$ cat config.mk
export PLATFORM = sky130hd
export DESIGN_NAME = ripple_cla_adder
export DESIGN_NICKNAME = d
export VERILOG_FILES = /design/src/rtl/adder_pkg.sv /design/src/rtl/cla4_group.sv /design/src/rtl/ripple_cla_adder.sv
export SDC_FILE = /design/constraint.sdc
export NUM_CORES = 1
export LEC_CHECK = 0
export CELL_PAD_IN_SITES_DETAIL_PLACEMENT = 2
export CELL_PAD_IN_SITES_GLOBAL_PLACEMENT = 2
export CORE_UTILIZATION = 18
export CTS_CLUSTER_DIAMETER = 50
export CTS_CLUSTER_SIZE = 14
export DETAILED_ROUTE_END_ITERATION = 8
export HOLD_SLACK_MARGIN = 0.15
export PLACE_DENSITY_LB_ADDON = 0.15
export REMOVE_ABC_BUFFERS = 1
export SLEW_MARGIN = 10
export SYNTH_ARGS = -nofsm -noshare
export SYNTH_HDL_FRONTEND = slang
export SYNTH_SLANG_ARGS = --single-unit
$ cat constraint.sdc
create_clock -name clk -period 2.35 [get_ports clk]
set_input_delay 0.705 -clock clk [delete_from_list [all_inputs] [get_ports clk]]
set_output_delay 0.705 -clock clk [all_outputs]
set_load 0.005 [all_outputs]
$ cat src/rtl/adder_pkg.sv
// Shared constants and elaboration helpers for the ripple/lookahead adder.
// The group width is fixed; wider adders are built from whole groups.
package adder_pkg;

    localparam int CLA_GROUP = 4;

    function automatic bit width_ok(input int width);
        return (width > 0) && (width % CLA_GROUP == 0);
    endfunction

endpackage

$ cat src/rtl/cla4_group.sv
// One 4-bit carry-lookahead group: flat carries from cin, no internal ripple.
// Group P/G are exported for a future second lookahead level.
module cla4_group (
    input  logic [3:0] a,
    input  logic [3:0] b,
    input  logic       cin,
    output logic [3:0] s,
    output logic       cout,
    output logic       P,
    output logic       G
);

    logic [3:0] g;
    logic [3:0] p;
    logic [3:0] c;

    assign g = a & b;
    assign p = a ^ b;

    // every carry is expanded back to cin so the group adds one level of logic
    assign c[0] = cin;
    assign c[1] = g[0]
                | (p[0] & cin);
    assign c[2] = g[1]
                | (p[1] & g[0])
                | (p[1] & p[0] & cin);
    assign c[3] = g[2]
                | (p[2] & g[1])
                | (p[2] & p[1] & g[0])
                | (p[2] & p[1] & p[0] & cin);
    assign cout = g[3]
                | (p[3] & g[2])
                | (p[3] & p[2] & g[1])
                | (p[3] & p[2] & p[1] & g[0])
                | (p[3] & p[2] & p[1] & p[0] & cin);

    assign s = p ^ c;

    assign P = &p;
    assign G = g[3]
             | (p[3] & g[2])
             | (p[3] & p[2] & g[1])
             | (p[3] & p[2] & p[1] & g[0]);

endmodule

$ cat src/rtl/ripple_cla_adder.sv
// Adder of WIDTH/4 lookahead groups with rippled group carries,
// plus a registered copy of sum, carry and signed overflow.
module ripple_cla_adder
    import adder_pkg::*;
#(
    parameter int WIDTH = 4,
    parameter int GROUP = 4
) (
    input  logic             clk,
    input  logic             rst,
    input  logic [WIDTH-1:0] A,
    input  logic [WIDTH-1:0] B,
    input  logic             Cin,
    output logic [WIDTH-1:0] Sum,
    output logic             Cout,
    output logic [WIDTH-1:0] Sum_q,
    output logic             Cout_q,
    output logic             Ovf_q
);

    localparam int NGRP = WIDTH / CLA_GROUP;

    if (!width_ok(WIDTH) || GROUP != CLA_GROUP) begin : g_bad_cfg
        $error("ripple_cla_adder: WIDTH must be a positive multiple of 4");
    end

    logic [NGRP:0]   gc;
    logic [NGRP-1:0] grp_p;
    logic [NGRP-1:0] grp_g;
    logic            c_msb;
    logic            ovf;
    logic            unused_pg;

    assign gc[0] = Cin;

    for (genvar k = 0; k < NGRP; k++) begin : g_grp
        cla4_group u_grp (
            .a   (A[k*CLA_GROUP +: CLA_GROUP]),
            .b   (B[k*CLA_GROUP +: CLA_GROUP]),
            .cin (gc[k]),
            .s   (Sum[k*CLA_GROUP +: CLA_GROUP]),
            .cout(gc[k+1]),
            .P   (grp_p[k]),
            .G   (grp_g[k])
        );
    end

    assign Cout = gc[NGRP];

    // carry into the MSB recovered from its sum bit: s = a ^ b ^ c
    assign c_msb = A[WIDTH-1] ^ B[WIDTH-1] ^ Sum[WIDTH-1];
    assign ovf   = c_msb ^ Cout;

    assign unused_pg = ^{grp_p, grp_g};

    always_ff @(posedge clk or posedge rst) begin
        if (rst) begin
            Sum_q  <= '0;
            Cout_q <= 1'b0;
            Ovf_q  <= 1'b0;
        end else begin
            Sum_q  <= Sum;
            Cout_q <= Cout;
            Ovf_q  <= ovf;
        end
    end

endmodule

==> qor.tcl <==
set qor(static_leakage_nw) 0.356
set qor(cts.reportedPaths.clkPinSlew_ns) 0.05
set qor(power_frac_comb_pct) 45.0
set qor(cp.required_ns) 1.64
set qor(width_of_the_die_um) 44.4
set qor(power.switching_fraction_pct) 28.6
set qor(max_freq_mhz) 407
set qor(critical_path.cell_chain) {buf_8 -> ha_4 -> a21o_1 -> a31oi_4 -> buf_6 -> o21bai_4 -> buf_2}
set qor(combinational_family_with_the_most_area_after_synthesis) {adder cells}
set qor(synth_compound_gate_area_share_pct) 12.4
set qor(net-switching-power_uw) 118
set qor(drt-total-wl_um) 1120
set qor(max_cap_violations) 0
set qor(post-synth-top-area-cell) {dfrtp_1}
set qor(worstHoldPathType) {input pin to asynchronous set/reset pin}
set qor(critical_path_launch_point_type) {input pin}
set qor(h-tree-depth) 1
set qor(final_cell_count_no_fill) 85
set qor(yosys_most_used_dff) {dfrtp_1}
set qor(drt_iter0_markers) 0
set qor(synthesis.instances) 27
set qor(cell_internal_pwr_uw) 296
set qor(synth.top_cells.by_count) {dfrtp_1, inv_1, ha_1}
set qor(detailroute.via_count) 330
set qor(power_frac_seq_pct) 30.1
set qor(synth.lib_cells_used.distinct) 11
set qor(globalRoute.totalOverflow) 0
set qor(synth_area_um2) 324
set qor(antenna_violating_nets_post_route) 0
set qor(numCtsBuffers) 3
set qor(die-height_um) 44.4
set qor(num_antenna_cells) 0
set qor(rows) 14
set qor(cp_num_cells) 7
set qor(synth.top_cells.by_area) {dfrtp_1, ha_1, xnor2_1, inv_1, fa_1}
set qor(synthSimpleGateAreaFrac_pct) 1.16
set qor(drt-vias-per-instance) 3.88
set qor(detail_route.first_pass.iterations) 1
set qor(critPathSlowestCell) {ha_4}
set qor(synthXorXnorAreaFrac_pct) 8.11
set qor(timing.critical_path.max_delay_family) {compound AO/OA/AOI/OAI gates}
set qor(worstPathArrival_ns) 1.75
set qor(vias_in_the_first_global_route) 357
set qor(tritoncts_clock_tree) {done}
set qor(seq_total_area_yosys_pct) 46.3
set qor(start_util_pct) 20.3
set qor(synth.ff_latch_count) 6
set qor(failed_checks) {negative setup slack}
set qor(count_of_nets_after_finishing) 79
set qor(cts_hold_repair.buffers) 0
set qor(area.growth.synth_to_final_pct) 125
set qor(timing.max_slew.rel_slack_pct) 85.1
set qor(crit_fanout) 2
set qor(antenna_violations_before_repair) 0
set qor(gp_congestion) 0.589
set qor(post-dp-hpwl_um) 763
set qor(power.clock.fraction_pct) 24.9
set qor(grt_use_total_pct) 14.0
set qor(synth-edff-count) 0
set qor(timing_worst_setup_path_type) {input pin to output port}
set qor(setup_viol) 3
set qor(tightest_slew_ns) 0.224
set qor(critPathMaxStageDelay_ns) 0.24
set qor(clock_tree.root_cell) {clkbuf_4}
set qor(design.core.area_mm2) 0.00159
set qor(first_pass_grt_wire_length_um) 1760
set qor(final-hold-violation-count) 0
set qor(power.total_uw) 414
set qor(outcome) {complete, but fails checks}
set qor(postLayoutSetupSlackWorst_ns) -0.109
set qor(timing.final.crit_period_ns) 2.46
set qor(cts_buffer_depth) 2
set qor(fraction_of_final_layout_cells_sized_beyond_drive_strength_1_pct) 60.7
set qor(slew_violations) 0
set qor(placedCellCount) 78
set qor(cts_sinks) 6
set qor(grt_max_degree) 7
set qor(cp.buffers_inverters) 3
set qor(rsz0062_at_grt) {yes}
set qor(n_fill_cell) 155
set qor(yosysWarningCount) 0
set qor(cp-end-kind) {output port}
set qor(syn_avg_cell_area_um2) 12.0
set qor(drc) 0
set qor(finalCritPeriodShare_pct) 105
set qor(die_area_mm2) 0.00197
set qor(async_set_reset_flop_share_out_of_synthesis_pct) 100
set qor(power_density_mw_per_mm2) 567
set qor(synth_top_area_share_pct) 46.3
set qor(synthesized_area_fraction_occupied_by_adder_cells_pct) 21.6
set qor(port-buffer-count) 21
set qor(synth.area.mux_share_pct) 3.47
set qor(ir_worst_vdd_mv) 0.202
set qor(wl_per_cell_um) 13.2
set qor(number_of_top_level_pins) 22
worst max path at each step:
| stage | to | from | slack, ns |
|---|---|---|---|
| floorplan | Sum[3] | A[2] | 0.08 |
| global placement | Sum[3] | A[0] | -0.88 |
| detailed placement | Sum[3] | B[0] | -0.92 |
| CTS | Cout | A[0] | -0.14 |
| global route | Cout | A[0] | -0.15 |
| finish | Cout | A[0] | -0.11 |
through the flow:
stage / instance area [um^2] / util (%) / hold WS [ns] / setup slack, ns / TNS (ns)
after floorplan: 324 / - / 0.496 / 0.0767 / 0
after CTS: 721 / 45.2 / 0.673 / -0.137 / -0.384
after global routing: 731 / 45.8 / 0.676 / -0.149 / -0.340
after global placement: 609 / 38.2 / 0.929 / -0.878 / -4.02
final: 731 / 45.8 / 0.658 / -0.109 / -0.234
after detailed placement: 609 / 38.2 / 0.944 / -0.924 / -4.34
state kept, by name (all words and copies together) (netlist names):
register,flops
Cout_q,1
Ovf_q,1
Sum_q,4
layout make-up:
class                      instances  area (um^2)  area share, %
inverter                           6         22.5           3.08
multi-input combinational         15          250           34.2
tap                               24         30.0           4.11
clock buffer                       3         22.5           3.08
sequential                         6          150           20.5
timing repair buffer              31          255           34.9
power by group through the flow:
| stage | Clock (mW) | Combinational (mW) | Sequential (mW) |
|---|---|---|---|
| finish | 0.103 | 0.186 | 0.125 |
| global route | 0.113 | 0.200 | 0.126 |
| CTS | 0.104 | 0.179 | 0.125 |
| detailed placement | 0 | 0.158 | 0.127 |
| global placement | 0 | 0.153 | 0.126 |
| floorplan | 0 | 0.0428 | 0.129 |
logic make-up after synthesis:
logic type               Yosys count
flip-flops                         6
adder cells (fa/ha/maj)            5
AO/OA/AOI/OAI                      5
XOR/XNOR                           3
multiplexers                       1
AND/OR/NAND/NOR                    1
buffers and inverters              6
placed cells by master (no fill, tap or decap), types with 2 or more instances in the layout:
master,n
buf_4,10
clkdlybuf4s50_1,7
dfrtp_1,6
buf_2,6
inv_1,5
ha_4,4
xnor2_2,3
clkbuf_4,3
a21o_1,2
buf_8,2
dlygate4sd2_1,2
buf_6,2
clkbuf_2,2
repair_timing:
| item | 4_1_cts | 5_1_grt |
|---|---|---|
| pin swaps | 10 | 4 |
| buffers inserted | 3 | 1 |
| resized for setup | 61 | 9 |
| endpoints found under the setup margin | 5 | 5 |
layer usage:
layer	vias up	share of wire, %	GRT usage, %
li1	155	-	-
met1	153	30	11.6
met2	18	62	27.4
met3	4	6.3	4.90
met4	0	2.2	9.09
met5	-	0	0
(Power assumes the default switching activity.)
